--- src/rtl/wb_reg_target_if.sv ---
// WISHBONE classic-cycle bus bundle between the SURF intercon and one target.
// Signal names carry the target's point of view (_i into the target, _o out).
//   cyc_i/stb_i/we_i  cycle, strobe, write enable
//   adr_i[10:0]       byte address
//   dat_i[31:0]       write data,   sel_i[3:0] byte selects
//   ack_o/err_o/rty_o response strobes
//   dat_o[31:0]       read data
interface wb_reg_target_if;
    logic        cyc_i;
    logic        stb_i;
    logic        we_i;
    logic [10:0] adr_i;
    logic [31:0] dat_i;
    logic [3:0]  sel_i;
    logic        ack_o;
    logic        err_o;
    logic        rty_o;
    logic [31:0] dat_o;

    modport slave (
        input  cyc_i, stb_i, we_i, adr_i, dat_i, sel_i,
        output ack_o, err_o, rty_o, dat_o
    );

    modport master (
        output cyc_i, stb_i, we_i, adr_i, dat_i, sel_i,
        input  ack_o, err_o, rty_o, dat_o
    );
endinterface

--- src/rtl/wb_reg_target.sv ---
// WISHBONE classic-cycle register target for the SURF intercon.
// Lower half (adr[10]=0): ID, VERSION, SCRATCH, CTRL, UPTIME registers.
// Upper half (adr[10]=1): forwarded to a request/acknowledge local bus,
// guarded by a timeout so a dead sub-block cannot hang the intercon.
//
// Ports:
//   clk_i, rst_ni      clock, asynchronous active-low reset
//   wb (slave)         WISHBONE target port (see wb_reg_target_if)
//   soft_rst_o         one-cycle pulse on a CTRL[31]=1 write
//   ctrl_o[7:0]        CTRL[7:0] contents
//   lb_req_o/lb_we_o/lb_adr_o/lb_dat_o/lb_sel_o   local-bus request
//   lb_ack_i/lb_dat_i  local-bus acknowledge pulse and read data
//
// Build option: define WB_REG_TARGET_ERR_EN to answer unmapped local
// accesses and external timeouts with err_o instead of ack_o.
module wb_reg_target #(
    parameter logic [31:0] IDENT        = 32'h53555246,
    parameter logic [31:0] VERSION      = 32'h00000000,
    parameter int unsigned TIMEOUT      = 255,
    parameter logic [31:0] TIMEOUT_DATA = 32'hDEADDEAD
) (
    input  logic            clk_i,
    input  logic            rst_ni,
    wb_reg_target_if.slave  wb,
    output logic            soft_rst_o,
    output logic [7:0]      ctrl_o,
    output logic            lb_req_o,
    output logic            lb_we_o,
    output logic [9:0]      lb_adr_o,
    output logic [31:0]     lb_dat_o,
    output logic [3:0]      lb_sel_o,
    input  logic            lb_ack_i,
    input  logic [31:0]     lb_dat_i
);

`ifdef WB_REG_TARGET_ERR_EN
    localparam bit ERR_EN = 1'b1;
`else
    localparam bit ERR_EN = 1'b0;
`endif

    // Last EXT_WAIT cycle index: req is held for exactly TIMEOUT cycles.
    localparam logic [15:0] TO_LAST = 16'(TIMEOUT - 1);

    typedef enum logic [1:0] {
        S_IDLE,
        S_ACK,
        S_EXT_WAIT,
        S_EXT_DONE
    } state_t;

    state_t      state_q,    state_d;
    logic        ack_q,      ack_d;
    logic        err_q,      err_d;
    logic [31:0] dat_q,      dat_d;
    logic        soft_rst_q, soft_rst_d;
    logic [31:0] scratch_q,  scratch_d;
    logic [7:0]  ctrl_q,     ctrl_d;
    logic [31:0] uptime_q,   uptime_d;
    logic        lb_req_q,   lb_req_d;
    logic        lb_we_q,    lb_we_d;
    logic [9:0]  lb_adr_q,   lb_adr_d;
    logic [31:0] lb_dat_q,   lb_dat_d;
    logic [3:0]  lb_sel_q,   lb_sel_d;
    logic [15:0] cnt_q,      cnt_d;

    logic [7:0]  reg_idx;
    logic        unmapped;
    logic        unused_adr;

    assign reg_idx    = wb.adr_i[9:2];
    assign unmapped   = (reg_idx > 8'd4);
    assign unused_adr = ^wb.adr_i[1:0];

    function automatic logic [31:0] byte_merge(input logic [31:0] old_v,
                                               input logic [31:0] new_v,
                                               input logic [3:0]  sel);
        logic [31:0] r;
        r = old_v;
        for (int b = 0; b < 4; b++)
            if (sel[b]) r[8*b +: 8] = new_v[8*b +: 8];
        return r;
    endfunction

    always_comb begin
        state_d    = state_q;
        ack_d      = 1'b0;
        err_d      = 1'b0;
        dat_d      = '0;
        soft_rst_d = 1'b0;
        scratch_d  = scratch_q;
        ctrl_d     = ctrl_q;
        uptime_d   = uptime_q + 32'd1;
        lb_req_d   = lb_req_q;
        lb_we_d    = lb_we_q;
        lb_adr_d   = lb_adr_q;
        lb_dat_d   = lb_dat_q;
        lb_sel_d   = lb_sel_q;
        cnt_d      = cnt_q;

        case (state_q)
            S_IDLE: begin
                if (wb.cyc_i && wb.stb_i) begin
                    if (wb.adr_i[10]) begin
                        lb_req_d = 1'b1;
                        lb_we_d  = wb.we_i;
                        lb_adr_d = wb.adr_i[9:0];
                        lb_dat_d = wb.dat_i;
                        lb_sel_d = wb.sel_i;
                        cnt_d    = '0;
                        state_d  = S_EXT_WAIT;
                    end else begin
                        state_d = S_ACK;
                        ack_d   = !(ERR_EN && unmapped);
                        err_d   = ERR_EN && unmapped;
                        if (wb.we_i) begin
                            case (reg_idx)
                                8'd2: scratch_d = byte_merge(scratch_q, wb.dat_i, wb.sel_i);
                                8'd3: begin
                                    if (wb.sel_i[0]) ctrl_d = wb.dat_i[7:0];
                                    soft_rst_d = wb.dat_i[31] & wb.sel_i[3];
                                end
                                // A clear overrides this cycle's increment.
                                8'd4: uptime_d = '0;
                                default: ;
                            endcase
                        end else begin
                            case (reg_idx)
                                8'd0:    dat_d = IDENT;
                                8'd1:    dat_d = VERSION;
                                8'd2:    dat_d = scratch_q;
                                8'd3:    dat_d = {24'd0, ctrl_q};
                                8'd4:    dat_d = uptime_q;
                                default: dat_d = '0;
                            endcase
                        end
                    end
                end
            end
            S_ACK: state_d = S_IDLE;
            S_EXT_WAIT: begin
                if (!wb.cyc_i) begin
                    // Master gave up: release the local bus silently.
                    lb_req_d = 1'b0;
                    state_d  = S_IDLE;
                end else if (lb_ack_i) begin
                    // Checked before the timeout so a last-cycle ack wins.
                    lb_req_d = 1'b0;
                    dat_d    = lb_dat_i;
                    ack_d    = 1'b1;
                    state_d  = S_EXT_DONE;
                end else if (cnt_q == TO_LAST) begin
                    lb_req_d = 1'b0;
                    dat_d    = TIMEOUT_DATA;
                    ack_d    = !ERR_EN;
                    err_d    = ERR_EN;
                    state_d  = S_EXT_DONE;
                end else begin
                    cnt_d = cnt_q + 16'd1;
                end
            end
            S_EXT_DONE: state_d = S_IDLE;
            default:    state_d = S_IDLE;
        endcase
    end

    always_ff @(posedge clk_i or negedge rst_ni) begin
        if (!rst_ni) begin
            state_q    <= S_IDLE;
            ack_q      <= 1'b0;
            err_q      <= 1'b0;
            dat_q      <= '0;
            soft_rst_q <= 1'b0;
            scratch_q  <= '0;
            ctrl_q     <= '0;
            uptime_q   <= '0;
            lb_req_q   <= 1'b0;
            lb_we_q    <= 1'b0;
            lb_adr_q   <= '0;
            lb_dat_q   <= '0;
            lb_sel_q   <= '0;
            cnt_q      <= '0;
        end else begin
            state_q    <= state_d;
            ack_q      <= ack_d;
            err_q      <= err_d;
            dat_q      <= dat_d;
            soft_rst_q <= soft_rst_d;
            scratch_q  <= scratch_d;
            ctrl_q     <= ctrl_d;
            uptime_q   <= uptime_d;
            lb_req_q   <= lb_req_d;
            lb_we_q    <= lb_we_d;
            lb_adr_q   <= lb_adr_d;
            lb_dat_q   <= lb_dat_d;
            lb_sel_q   <= lb_sel_d;
            cnt_q      <= cnt_d;
        end
    end

    assign wb.ack_o   = ack_q;
    assign wb.err_o   = err_q;
    assign wb.rty_o   = 1'b0;
    assign wb.dat_o   = dat_q;
    assign soft_rst_o = soft_rst_q;
    assign ctrl_o     = ctrl_q;
    assign lb_req_o   = lb_req_q;
    assign lb_we_o    = lb_we_q;
    assign lb_adr_o   = lb_adr_q;
    assign lb_dat_o   = lb_dat_q;
    assign lb_sel_o   = lb_sel_q;

endmodule

--- src/flat_wrapper.sv ---
// flat-port wrapper written by rule: the top's interface ports become plain ports
module wb_reg_target_flat 
#(
    parameter logic [31:0] IDENT        = 32'h53555246,
    parameter logic [31:0] VERSION      = 32'h00000000,
    parameter int unsigned TIMEOUT      = 255,
    parameter logic [31:0] TIMEOUT_DATA = 32'hDEADDEAD
)
  (clk_i, rst_ni, soft_rst_o, ctrl_o, lb_req_o, lb_we_o, lb_adr_o, lb_dat_o, lb_sel_o, lb_ack_i, lb_dat_i, wb_cyc_i, wb_stb_i, wb_we_i, wb_adr_i, wb_dat_i, wb_sel_i, wb_ack_o, wb_err_o, wb_rty_o, wb_dat_o);
  wb_reg_target_if wb_i ();
  input  logic clk_i;
  input  logic rst_ni;
  output logic soft_rst_o;
  output logic [7:0] ctrl_o;
  output logic lb_req_o;
  output logic lb_we_o;
  output logic [9:0] lb_adr_o;
  output logic [31:0] lb_dat_o;
  output logic [3:0] lb_sel_o;
  input  logic lb_ack_i;
  input  logic [31:0] lb_dat_i;
  input wire logic [$bits(wb_i.cyc_i)-1:0] wb_cyc_i;
  input wire logic [$bits(wb_i.stb_i)-1:0] wb_stb_i;
  input wire logic [$bits(wb_i.we_i)-1:0] wb_we_i;
  input wire logic [$bits(wb_i.adr_i)-1:0] wb_adr_i;
  input wire logic [$bits(wb_i.dat_i)-1:0] wb_dat_i;
  input wire logic [$bits(wb_i.sel_i)-1:0] wb_sel_i;
  output wire logic [$bits(wb_i.ack_o)-1:0] wb_ack_o;
  output wire logic [$bits(wb_i.err_o)-1:0] wb_err_o;
  output wire logic [$bits(wb_i.rty_o)-1:0] wb_rty_o;
  output wire logic [$bits(wb_i.dat_o)-1:0] wb_dat_o;
  assign wb_i.cyc_i = wb_cyc_i;
  assign wb_i.stb_i = wb_stb_i;
  assign wb_i.we_i = wb_we_i;
  assign wb_i.adr_i = wb_adr_i;
  assign wb_i.dat_i = wb_dat_i;
  assign wb_i.sel_i = wb_sel_i;
  assign wb_ack_o = wb_i.ack_o;
  assign wb_err_o = wb_i.err_o;
  assign wb_rty_o = wb_i.rty_o;
  assign wb_dat_o = wb_i.dat_o;
  wb_reg_target #(.IDENT(IDENT), .VERSION(VERSION), .TIMEOUT(TIMEOUT), .TIMEOUT_DATA(TIMEOUT_DATA)) u_core (.clk_i(clk_i), .rst_ni(rst_ni), .wb(wb_i), .soft_rst_o(soft_rst_o), .ctrl_o(ctrl_o), .lb_req_o(lb_req_o), .lb_we_o(lb_we_o), .lb_adr_o(lb_adr_o), .lb_dat_o(lb_dat_o), .lb_sel_o(lb_sel_o), .lb_ack_i(lb_ack_i), .lb_dat_i(lb_dat_i));
endmodule
--- config.mk ---
export PLATFORM = sky130hd
export DESIGN_NAME = wb_reg_target_flat
export DESIGN_NICKNAME = d
export VERILOG_FILES = /design/src/rtl/wb_reg_target_if.sv /design/src/rtl/wb_reg_target.sv /design/src/flat_wrapper.sv
export SDC_FILE = /design/constraint.sdc
export NUM_CORES = 1
export LEC_CHECK = 0
export ABC_AREA = 1
export ABC_CLOCK_PERIOD_IN_PS = 3820
export CAP_MARGIN = 40
export CORE_UTILIZATION = 40
export CTS_BUF_LIST = sky130_fd_sc_hd__clkbuf_16
export DETAILED_ROUTE_END_ITERATION = 12
export PLACE_DENSITY = 0.75
export REMOVE_ABC_BUFFERS = 1
export SYNTH_ARGS = -nofsm -noshare
export SYNTH_HDL_FRONTEND = slang
export SYNTH_SLANG_ARGS = --single-unit
--- constraint.sdc ---
create_clock -name clk_i -period 3.82 [get_ports clk_i]
set_clock_uncertainty 0.1 [all_clocks]
set_input_delay 0.382 -clock clk_i [delete_from_list [all_inputs] [get_ports clk_i]]
set_output_delay 0.382 -clock clk_i [all_outputs]
set_load 0.02 [all_outputs]
=== Word-level counts from Yosys, hierarchy flattened ===
Index checks and enable logic that the tools add are counted.
W data, S select, Z words.

* Reductions and logical operators: 14
* Equality and inequality tests: 13
* Bitwise logic cells: 2
* Add/subtract/negate cells: 2
* Multiplexer cells: 42

{| class="wikitable"
|+ Operators with widths
! operator !! number
|-
| $mux W32 || 11
|-
| $pmux W32 S4 || 1
|-
| $mux W16 || 5
|-
| $pmux W32 S2 || 1
|-
| $reduce_and A6 Y1 || 6
|-
| $add A32 B1 Y32 const B || 1
|-
| $pmux W16 S2 || 1
|-
| $add A16 B1 Y16 const B || 1
|-
| $eq A16 B8 Y1 const B || 1
|-
| $eq A8 B2 Y1 const B || 2
|-
| $mux W1 || 15
|-
| $mux W2 || 5
|-
| $eq A8 B3 Y1 const B || 1
|-
| $logic_not A8 Y1 || 1
|-
| $ne A2 B2 Y1 const B || 4
|-
| $pmux W2 S3 || 1
|-
| $eq A2 B2 Y1 const B || 2
|-
| $ne A4 B3 Y1 const B || 1
|-
| $pmux W1 S2 || 2
|-
| $reduce_and A4 Y1 || 1
|-
| $reduce_and A3 Y1 || 1
|-
| $eq A2 B1 Y1 const B || 1
|-
| $logic_not A2 Y1 || 1
|-
| $ne A2 B1 Y1 const B || 1
|-
| 6 further kinds || 6
|}

* Bits of input ports: 85
* Register bits after elaboration: 172
* Word-level logic and storage cells: 89
* Output and inout port bits: 92

=== Logic depth before layout (Yosys ltp) ===
* Depth after elaboration: 6
* Depth in mapped cells: 11
* Mapped depth without buffers: 10

=== Worst setup path before layout ===
OpenSTA, ideal clock, no wires.

* Path kind: input to register
* From: in wb_adr_i[9]
* To: reg u_core.scratch_q[15]
* Cell stages on the path: 7
* Data arrival time: 1.377 ns
* Path buffers: 1
* Path slack: 2.223 ns
* Required time: 3.599 ns
* Cells stage by stage: nor2_1 -> nand4_2 -> nor2_2 -> nand4_2 -> buf_2 -> nand2_1 -> o21ai_1

* Word-level cells in the longest chain between the ends: 2

{| class="wikitable"
|+ RTL lines
! what !! RTL line !! text
|-
| from (decl) || flat_wrapper.sv:25 || <nowiki>input wire logic [$bits(wb_i.adr_i)-1:0] wb_adr_i;</nowiki>
|-
| $eq A8 B2 Y1 || wb_reg_target.sv:117 || <nowiki>case (reg_idx)</nowiki>
|-
| $reduce_and A6 Y1 (no source line) || -- ||
|-
| to (signal assigned) || wb_reg_target.sv:189 || <nowiki>scratch_q <= scratch_d;</nowiki>
|-
| to (decl) || wb_reg_target.sv:57 || <nowiki>logic [31:0] scratch_q, scratch_d;</nowiki>
|}

Every way passes these cells.
A chain may end at the register's enable or synchronous reset.

=== Worst setup path after layout ===
* From: in wb_adr_i[8]
* To: reg u_core.dat_q[9] (netlist: u_core.wb.dat_o[9])

* Word-level cells in the longest chain between the ends: 6
* Elaborated cells between the ends (all ways): 9

{| class="wikitable"
|+ RTL lines
! what !! RTL line !! text
|-
| $eq A8 B3 Y1 (tied with other cells) || wb_reg_target.sv:128 || <nowiki>case (reg_idx)</nowiki>
|-
| $pmux W32 S4 * || wb_reg_target.sv:128 ||
|-
| $mux W32 * || wb_reg_target.sv:116 || <nowiki>if (wb.we_i) begin</nowiki>
|-
| $mux W32 * || wb_reg_target.sv:104 || <nowiki>if (wb.adr_i[10]) begin</nowiki>
|-
| $mux W32 * || wb_reg_target.sv:103 || <nowiki>if (wb.cyc_i && wb.stb_i) begin</nowiki>
|-
| $pmux W32 S2 * || wb_reg_target.sv:101 || <nowiki>case (state_q)</nowiki>
|-
| net u_core.dat_d[9] || wb_reg_target.sv:55 || <nowiki>logic [31:0] dat_q, dat_d;</nowiki>
|-
| to (signal assigned) || wb_reg_target.sv:187 || <nowiki>dat_q <= dat_d;</nowiki>
|-
| to (decl) || wb_reg_target.sv:55 ||
|}

The timed path passes the listed nets; every way through them passes the cells marked *.

==> qor.txt <==
TritonCTS clock tree: built
fin crit period: 2330 ps
detailed-route via count: 7,517
antenna violations before repair: 0
start point of the critical path: wb_adr_i[8]
proportion of layout cells with a drive suffix above 1: 7.96%
count of mapped cells out of synthesis: 1,045
Critical Path Source Type: input pin
vertical die dimension: 147 um
iteration count of the initial detailed-routing pass: 5
number of antenna-violating nets in the routed design: 0
Crit Path Category: input pin to flip-flop
cell area after placement: 10,400 um^2
Max Clk Rate: 430 MHz
CTS sink count: 172
yosys synthesis warning count: 0
max-slew headroom at the worst pin: 53.4%
required time at the worst-slack endpoint: 4080 ps
register bit count reported by yosys: 172
power density cells: 465 nW/um^2
largest voltage drop on the vdd net: 0.000284 V
number of input and output port buffers inserted: 174
top cell types by occurrence after synthesis: 355 x sky130_fd_sc_hd__nand2_1, 172 x sky130_fd_sc_hd__dfrtp_1, 94 x sky130_fd_sc_hd__nor2_1
clock latency on the worst-skew pair: 440 ps
number of distinct standard cells referenced by the synthesized netlist: 36
number of buffers created by CTS: 17
number of flops mapped to enable cells by yosys: 0
die width: 147 um
Worst Max-Slew Pin Slew: 697 ps
number of post-CTS setup repair buffers: 0
standard-cell row count: 52
clock-pin slew on the worst setup and hold paths: 70 ps
number of resized instances in the post-cts repair step: 0
final WL: 23.8 mm
Initial Util: 41.2%
fraction of registers with async set/reset: 100%
post-synth design cell area: 8440 um^2
DPL Wire Length: 17.5 mm
number of I/O pins: 177
category of the worst setup path capture point: flip-flop
Total Negative Setup Slacks: 0 ps
Net count, final: 1,306
global placer's final weighted congestion: 0.949
Area growth, synth to finish: 30.7%
max-cap viol count: 0
Final Hold Viols: 0
leakage power total: 5.46 nW
portion of the post-synthesis area used by sequential elements: 51.0%
post-route standard cell area excluding fillers: 11,000 um^2
clock tree root driver cell: sky130_fd_sc_hd__clkbuf_16
average vias per placed instance: 5.01
endpoint of the worst-slack reg-to-reg timing path: u_core.wb.dat_o[10]$_DFF_PN0_
vias in the first global route: 7,403
combined global-route utilization of all metal layers: 22.8%
unrepaired setup endpoints after global routing: false
top_reg_cell synth: sky130_fd_sc_hd__dfrtp_1
standard cell core area: 20,500 um^2
most common cell in the synthesized netlist: sky130_fd_sc_hd__nand2_1
largest fanout on the critical path: 30
Diodes inserted: 0
Post-CTS Hold Buffers: 1
data arrival time at the worst-slack endpoint: 2590 ps
Routed WL per cell: 15.9 um
cell types occupying the most area after synthesis: sky130_fd_sc_hd__dfrtp_1 51%, sky130_fd_sc_hd__nand2_1 16%, sky130_fd_sc_hd__o21ai_0 4.6%
period utilisation layout: 60.9%
maximum number of pins on one net before global-route repair: 92
outcome: complete, no violations
share of the synthesized area in the top cell type: 51.0%
maximum clock insertion buffer count: 2
kind of path behind the tightest hold check: flip-flop to flip-flop
Final Slew Violations: 0
mean instance size in the synthesized netlist: 8.08 um^2
register-to-register path setup slack: 1570 ps
leading area contributor after synthesis: sky130_fd_sc_hd__dfrtp_1
worst r2r src: u_core.cnt_q[0]$_DFFE_PN0P_
leftover overflow at the end of global routing: 0
total setup violations reported at the end of the flow: 0
first-pass GRT wire length: 38.6 mm
count of routing violations after the opening detailed-route iteration: 629
number of remaining DRC errors: 0
total die area: 21,700 um^2
hold-critical path depth: 2
capture point of the critical path: u_core.wb.dat_o[9]$_DFF_PN0_
H-tree levels: 4
r2r worst-path depth: 8
[metrics by stage]
stage                     util, %  hold WS [ps]  power (mW)  setup slack, ps  std cells
after global routing         53.9           387        5.35             1270       1501
after detailed placement     50.9           340        3.40             1060       1468
after CTS                    53.9           360        5.17             1520       1501
after floorplan                 -         -13.6        2.77             1390       1012
final                        53.9           375        5.13             1490       1501
after global placement       50.8           357        3.38             1160       1466
[how the worst min path moves through the flow]
| stage | end | startpoint | slack, ps |
|---|---|---|---|
| final | u_core.scratch_q[31]$_DFFE_PN0P_ | u_core.scratch_q[31]$_DFFE_PN0P_ | 380 |
| after global routing | u_core.wb.dat_o[1]$_DFF_PN0_ | lb_dat_i[1] | 390 |
| after CTS | u_core.wb.dat_o[24]$_DFF_PN0_ | lb_dat_i[24] | 360 |
| after detailed placement | u_core.cnt_q[3]$_DFFE_PN0P_ | rst_ni | 340 |
| after global placement | u_core.scratch_q[30]$_DFFE_PN0P_ | u_core.scratch_q[30]$_DFFE_PN0P_ | 360 |
| after floorplan | u_core.cnt_q[0]$_DFFE_PN0P_ | rst_ni | -10 |
[cell usage in the layout, fill, tap and decap left out, drive strengths merged, types with 16 or more instances in the layout]
master,count
a21oi,24
clkbuf,17
clkdlybuf4s50,173
dfrtp,172
inv,93
mux2,16
nand2,360
nand3,73
nor2,103
o211ai,17
o21ai,108
[routing by layer]
layer | GRT usage [%] | vias to the layer above | part of all wire (%)
met5 | 0 | - | 0
met1 | 29.6 | 3544 | 43
li1 | - | 3702 | -
met3 | 4.97 | 27 | 7.0
met2 | 37.9 | 244 | 48
met4 | 6.96 | 0 | 1.7
[where the power goes]
part           total, mW  switching [mW]  leakage [nW]  internal, mW
Clock               1.76           0.784         0.295         0.975
Combinational       1.16           0.626          2.98         0.537
Sequential          2.21           0.160          2.19          2.05
[cell families after synthesis]
kind of cell / share of synthesized area (%)
fa+ha+maj: 0.445
xor+xnor: 1.76
compound gates: 9.87
simple gates: 28.4
mux: 2.13
buf+inv: 6.33
other cells: 0.0444
flops: 51.0
[layout make-up]
class	count	area [um^2]
Clock inverter	15	161
Clock buffer	17	425
Sequential cell	172	4300
Fill cell	1904	9460
Inverter	89	334
Timing Repair Buffer	187	1860
Tap cell	270	338
Multi-Input combinational cell	751	3610
[registers in the layout, indices dropped and copies added (netlist names), 2 cells and up]
register and cells:
u_core.lb_sel_o 4, u_core.scratch_q 32, u_core.lb_dat_o 32, u_core.uptime_q 32, u_core.state_q 2, u_core.wb.dat_o 32, u_core.lb_adr_o 10, u_core.cnt_q 16
u_core.ctrl_o 8
[critical path: stages]
cell	delay (ps)
sky130_fd_sc_hd__clkdlybuf4s50_1	430
sky130_fd_sc_hd__nor2_1	210
sky130_fd_sc_hd__nand2_1	100
sky130_fd_sc_hd__inv_2	390
sky130_fd_sc_hd__nand2_4	220
sky130_fd_sc_hd__nand3_2	100
sky130_fd_sc_hd__nand2_1	60
sky130_fd_sc_hd__inv_2	440
sky130_fd_sc_hd__nand2_1	140
sky130_fd_sc_hd__o21ai_1	110
(Power assumes the default switching activity.)
